$ cat src/rtl/ln_unit.sv
// ============================================================================
//  Module      : ln_unit
//  Description : Iterative natural logarithm. Unsigned Q16.16 in, signed
//                Q8.8 ln(x) out. Leading-one normalisation, FRAC_ITER
//                squaring steps for the log2 fraction, then a ln2 scale.
//  Revision    : 1.0  initial release
// ============================================================================
`default_nettype none

module ln_unit #(
  parameter int          FRAC_ITER = 12,
  parameter logic [15:0] LN2_Q16   = 16'hB172
) (
  input  logic        clk,
  input  logic        _reset,
  input  logic        in_valid,
  output logic        in_ready,
  input  logic [31:0] number,
  output logic        out_valid,
  input  logic        out_ready,
  output logic [15:0] result,
  output logic        zero_err
);

  // {int, frac} width, and the product width after the ln2 multiply
  localparam int L_W   = 6 + FRAC_ITER;
  localparam int P_W   = L_W + 17;
  localparam int CNT_W = $clog2(FRAC_ITER + 1);
  localparam logic [CNT_W-1:0] CNT_LAST = CNT_W'(FRAC_ITER - 1);
  // Half of one Q8.8 LSB expressed in product units, for round half up
  localparam logic signed [P_W-1:0] RND_HALF = P_W'(1) << (FRAC_ITER + 7);

  localparam logic [2:0] S_IDLE  = 3'd0;
  localparam logic [2:0] S_NORM  = 3'd1;
  localparam logic [2:0] S_ITER  = 3'd2;
  localparam logic [2:0] S_SCALE = 3'd3;
  localparam logic [2:0] S_DONE  = 3'd4;

  logic [2:0]           state_q, state_d;
  logic [31:0]          num_q, num_d;
  logic [31:0]          m_q, m_d;
  logic signed [5:0]    int_q, int_d;
  logic [FRAC_ITER-1:0] frac_q, frac_d;
  logic [CNT_W-1:0]     cnt_q, cnt_d;
  logic [15:0]          result_q, result_d;
  logic                 zero_err_q, zero_err_d;

  logic [4:0]           msb_pos;
  logic [63:0]          sq;
  logic signed [L_W-1:0] l_val;
  logic signed [P_W-1:0] p_val;
  logic signed [P_W-1:0] p_rnd;

  // Position of the most significant set bit of the latched operand
  always_comb begin
    msb_pos = '0;
    for (int i = 0; i < 32; i++) begin
      if (num_q[i]) msb_pos = 5'(i);
    end
  end

  // Q1.31 mantissa squared gives Q2.62; ln2 scaling of the log2 value
  assign sq    = 64'(m_q) * 64'(m_q);
  assign l_val = {int_q, frac_q};
  assign p_val = $signed(l_val) * $signed({1'b0, LN2_Q16});
  assign p_rnd = p_val + RND_HALF;

  // State register; async reset aborts any computation in flight
  always_ff @(posedge clk or negedge _reset) begin
    if (!_reset) state_q <= S_IDLE;
    else         state_q <= state_d;
  end

  // Next-state logic
  always_comb begin
    state_d = state_q;
    case (state_q)
      S_IDLE:  if (in_valid) state_d = (number == 32'd0) ? S_DONE : S_NORM;
      S_NORM:  state_d = S_ITER;
      S_ITER:  if (cnt_q == CNT_LAST) state_d = S_SCALE;
      S_SCALE: state_d = S_DONE;
      S_DONE:  if (out_ready) state_d = S_IDLE;
      default: state_d = S_IDLE;
    endcase
  end

  // Handshake outputs decoded from state
  always_comb begin
    in_ready  = (state_q == S_IDLE);
    out_valid = (state_q == S_DONE);
  end

  // Datapath next values for each phase of the computation
  always_comb begin
    num_d      = num_q;
    m_d        = m_q;
    int_d      = int_q;
    frac_d     = frac_q;
    cnt_d      = cnt_q;
    result_d   = result_q;
    zero_err_d = zero_err_q;
    case (state_q)
      S_IDLE: begin
        if (in_valid) begin
          num_d = number;
          if (number == 32'd0) begin
            result_d   = 16'h8000;
            zero_err_d = 1'b1;
          end
        end
      end
      S_NORM: begin
        m_d    = num_q << (5'd31 - msb_pos);
        int_d  = $signed({1'b0, msb_pos}) - 6'sd16;
        frac_d = '0;
        cnt_d  = '0;
      end
      S_ITER: begin
        // A square >= 2 yields a 1 fraction bit and is renormalised by 2
        frac_d = {frac_q[FRAC_ITER-2:0], sq[63]};
        m_d    = sq[63] ? 32'(sq >> 32) : 32'(sq >> 31);
        cnt_d  = cnt_q + 1'b1;
      end
      S_SCALE: begin
        result_d   = 16'(p_rnd >>> (FRAC_ITER + 8));
        zero_err_d = 1'b0;
      end
      default: ;
    endcase
  end

  // Datapath registers
  always_ff @(posedge clk or negedge _reset) begin
    if (!_reset) begin
      num_q      <= '0;
      m_q        <= '0;
      int_q      <= '0;
      frac_q     <= '0;
      cnt_q      <= '0;
      result_q   <= '0;
      zero_err_q <= 1'b0;
    end else begin
      num_q      <= num_d;
      m_q        <= m_d;
      int_q      <= int_d;
      frac_q     <= frac_d;
      cnt_q      <= cnt_d;
      result_q   <= result_d;
      zero_err_q <= zero_err_d;
    end
  end

  assign result   = result_q;
  assign zero_err = zero_err_q;

endmodule

`default_nettype wire

$ cat config.mk
export PLATFORM = sky130hd
export DESIGN_NAME = ln_unit
export DESIGN_NICKNAME = d
export VERILOG_FILES = /design/src/rtl/ln_unit.sv
export SDC_FILE = /design/constraint.sdc
export NUM_CORES = 2
export LEC_CHECK = 0
export CORE_MARGIN = 1.5
export CORE_UTILIZATION = 41
export CTS_CLUSTER_DIAMETER = 30
export DETAILED_ROUTE_END_ITERATION = 16
export PLACE_DENSITY = 0.53
export SLEW_MARGIN = 0
export SYNTH_ARGS = -nofsm -noshare
export SYNTH_HDL_FRONTEND = slang
export SYNTH_SLANG_ARGS = --single-unit
$ cat constraint.sdc
create_clock -name clk -period 24.8 [get_ports clk]
set_clock_uncertainty 0.2 [all_clocks]
set_input_delay 3.72 -clock clk [delete_from_list [all_inputs] [get_ports clk]]
set_output_delay 3.72 -clock clk [all_outputs]
set_load 0.02 [all_outputs]
==> flow_summary.json <==
{
  "status": "finished clean",
  "cp-end-kind": "flip-flop",
  "drc": 0,
  "ys.flop_type": "dfrtp_1",
  "core_area_mm2": 0.0984,
  "fill_cells": 9822,
  "clkSlewWorstSetupHoldPaths_ns": 0.09,
  "avgSynthCellArea_um2": 9.37,
  "finalCritPeriodShare_pct": 40.0,
  "diodes": 0,
  "cp-startpoint": "m_q[7]$_DFFE_PN0P_",
  "routed_wl_um": 111000,
  "overflow": 0,
  "die_h_um": 318,
  "final_nets": 5641,
  "hold_class": "reg2reg",
  "path_class": "reg2reg",
  "synth_nets": 5704,
  "clock_latency_ns": 0.37,
  "fmax_mhz": 101,
  "drive_gt1_share_pct": 3.59,
  "seq_area_frac_synth_pct": 6.45,
  "syn-cell-area_mm2": 0.0408,
  "ctsResizeCount": 0,
  "antenna_left": 0,
  "reg2reg_depth": 26,
  "drt-initial-drc-count": 1616,
  "gp_congestion": 0.859,
  "cts_sinks": 105,
  "yosysUniqueCellTypes": 92,
  "finalHoldViolations": 0,
  "drv_slew": 0,
  "tns_ns": 0,
  "grt_max_degree": 60,
  "yosysWarnings": 0,
  "critPathRequiredTime_ns": 24.85,
  "grt_usage_pct": 22.7,
  "synthCells": 4352,
  "ys_ff_latch": 105,
  "die_area_mm2": 0.101,
  "tritoncts.num_buffers": 9,
  "grt_pass1_wl_um": 179000,
  "post_cts_buffers": 0,
  "area_growth_pct": 5.17,
  "cts_root_buffer": "clkbuf_16",
  "cts_tree": "yes",
  "reg2reg_to": "m_q[15]$_DFFE_PN0P_",
  "vias": 28454,
  "async_flop_share_pct": 100,
  "ioPinCount": 55,
  "ff2ff_setup_slack_ns": 14.88,
  "relSlewSlack_pct": 12.6,
  "dr.pass1.iters": 5,
  "cp.arrival_ns": 9.98,
  "rows": 115,
  "synth_edf_count": 0,
  "multi_input_area_mm2": 0.0330,
  "grt_pass1_vias": 30918,
  "hold_buffers": 0,
  "viasPerCell": 5.10,
  "setup_viol": 0,
  "htreeDepth": 3,
  "dieWidth_um": 318,
  "post-route-min-period_ns": 9.92,
  "reg2reg_from": "m_q[7]$_DFFE_PN0P_",
  "endpoint": "m_q[15]$_DFFE_PN0P_",
  "rsz0062_at_grt": "false",
  "worstMarginPinSlew_ns": 1.30,
  "dp_hpwl_um": 87700,
  "seq_area_mm2": 0.00263,
  "cts_buffer_depth": 2,
  "cap_violations": 0,
  "numPortBuffers": 54,
  "cp-start-kind": "flip-flop",
  "antenna_found_initial": 6,
  "start_util_pct": 41.4,
  "crit_path_max_fanout": 32,
  "wl_per_cell_um": 19.9
}
[how the worst min path moves through the flow]
stage	startpoint	end	slack [ns]	cells after the start
finish	result[3]$_DFFE_PN0P_	result[3]$_DFFE_PN0P_	0.29	2
global route	result[10]$_DFFE_PN0P_	result[10]$_DFFE_PN0P_	0.32	2
CTS	cnt_q[3]$_DFFE_PN0P_	cnt_q[3]$_DFFE_PN0P_	0.29	1
detailed placement	result[10]$_DFFE_PN0P_	result[10]$_DFFE_PN0P_	0.28	2
global placement	result[1]$_DFFE_PN0P_	result[1]$_DFFE_PN0P_	0.27	2
floorplan	cnt_q[3]$_DFFE_PN0P_	cnt_q[3]$_DFFE_PN0P_	0.26	1
[metrics by stage]
| stage | instances | hold slack, ns | setup slack, ns | util, % | cell area, um^2 |
|---|---|---|---|---|---|
| after CTS | 5581 | 0.295 | 14.95 | 43.6 | 42900 |
| after global routing | 5581 | 0.323 | 14.46 | 43.6 | 42900 |
| after detailed placement | 5565 | 0.280 | 14.97 | 43.2 | 42600 |
| after floorplan | 4352 | 0.257 | 16.61 | - | 40800 |
| after global placement | 5565 | 0.274 | 15.18 | 43.2 | 42600 |
| final | 5581 | 0.295 | 14.88 | 43.6 | 42900 |
[Yosys cell counts, types with 23 or more instances]
cell,n,area (um^2)
fa_1,891,17800
xor2_1,46,403
a21o_1,46,345
o21ai_0,87,435
inv_1,1179,4430
ha_1,425,5320
a21oi_1,100,500
nand4_1,28,175
mux2_2,46,518
nor2_1,118,443
dfrtp_1,105,2630
nand2_1,343,1290
mux2i_1,81,811
a31oi_1,23,144
xnor2_1,60,526
and2_1,237,1480
clkbuf_1,154,578
nand3_1,31,155
[sequential cells by signal, summed over array words and instances (netlist names)]
signal,flops
cnt_q,4
frac_q,12
int_q,5
m_q,32
num_q,32
result,16
state_q,3
zero_err,1
[cell usage in the layout (no fill, tap or decap), types with 8 or more instances in the layout]
master and instances:
a211oi_1 15, a21boi_0 8, a21o_1 46, a21oi_1 100
a221oi_1 14, a22oi_1 8, a31o_2 12, a31oi_1 23
and2_1 237, and3_1 12, buf_4 50, clkbuf_16 9
clkdlybuf4s50_1 53, dfrtp_1 105, fa_1 891, ha_1 425
inv_1 1179, mux2_2 46, mux2i_1 81, nand2_1 343
nand2b_1 12, nand3_1 31, nand4_1 28, nor2_1 117
nor2b_1 15, nor3_1 22, nor4_1 19, o211ai_1 10
o21a_1 16, o21ai_0 86, o21bai_1 14, o22ai_1 22
or3_1 8, xnor2_1 60, xor2_1 46
[kinds of logic (layout without fill, tap and decap cells)]
| kind of cell | count (synthesis) | count (layout) | share of synthesized area, % |
|---|---|---|---|
| flip-flops | 105 | 105 | 6.45 |
| XOR/XNOR | 109 | 109 | 2.44 |
| AO/OA/AOI/OAI | 458 | 458 | 7.64 |
| buffers and inverters | 1358 | 1300 | 12.6 |
| adder cells (fa/ha/maj) | 1316 | 1316 | 56.8 |
| AND/OR/NAND/NOR | 874 | 874 | 10.6 |
| multiplexers | 132 | 132 | 3.45 |
[final cells by class]
type                       count  share of cell area (%)
clock buffer                   9                   0.525
timing repair buffer         103                    2.11
sequential                   105                    6.13
multi-input combinational   2889                    76.9
tap                         1287                    3.76
clock inverter                 7                   0.187
inverter                    1181                    10.3
[critical path, cell delays in order (launching register included)]
cell,delay (ns)
dfrtp_1,0.33
buf_4,0.39
clkinv_1,0.71
nor2_1,0.47
fa_1,0.50
fa_1,0.44
fa_1,0.56
inv_1,0.05
fa_1,0.47
inv_1,0.06
fa_1,0.49
fa_1,0.46
fa_1,0.51
inv_1,0.05
fa_1,0.47
inv_1,0.04
ha_1,0.45
nand4_1,0.15
or2_2,0.36
nor4_1,0.32
a211oi_2,0.23
o32a_2,0.25
a31o_4,0.26
xor2_4,0.75
mux2_2,0.41
a221oi_1,0.30
a21oi_1,0.07
[per-layer routing]
metal / track usage, % / share of wire (%) / vias to the layer above
li1: - / - / 13149
met1: 33.4 / 47 / 14583
met2: 37.2 / 47 / 631
met3: 1.82 / 4.4 / 89
met4: 3.50 / 1.5 / 2
met5: 0 / 0.012 / -
Power is not shown: default switching activity piles up to over one toggle a cycle in this logic, so the estimate is an artifact.
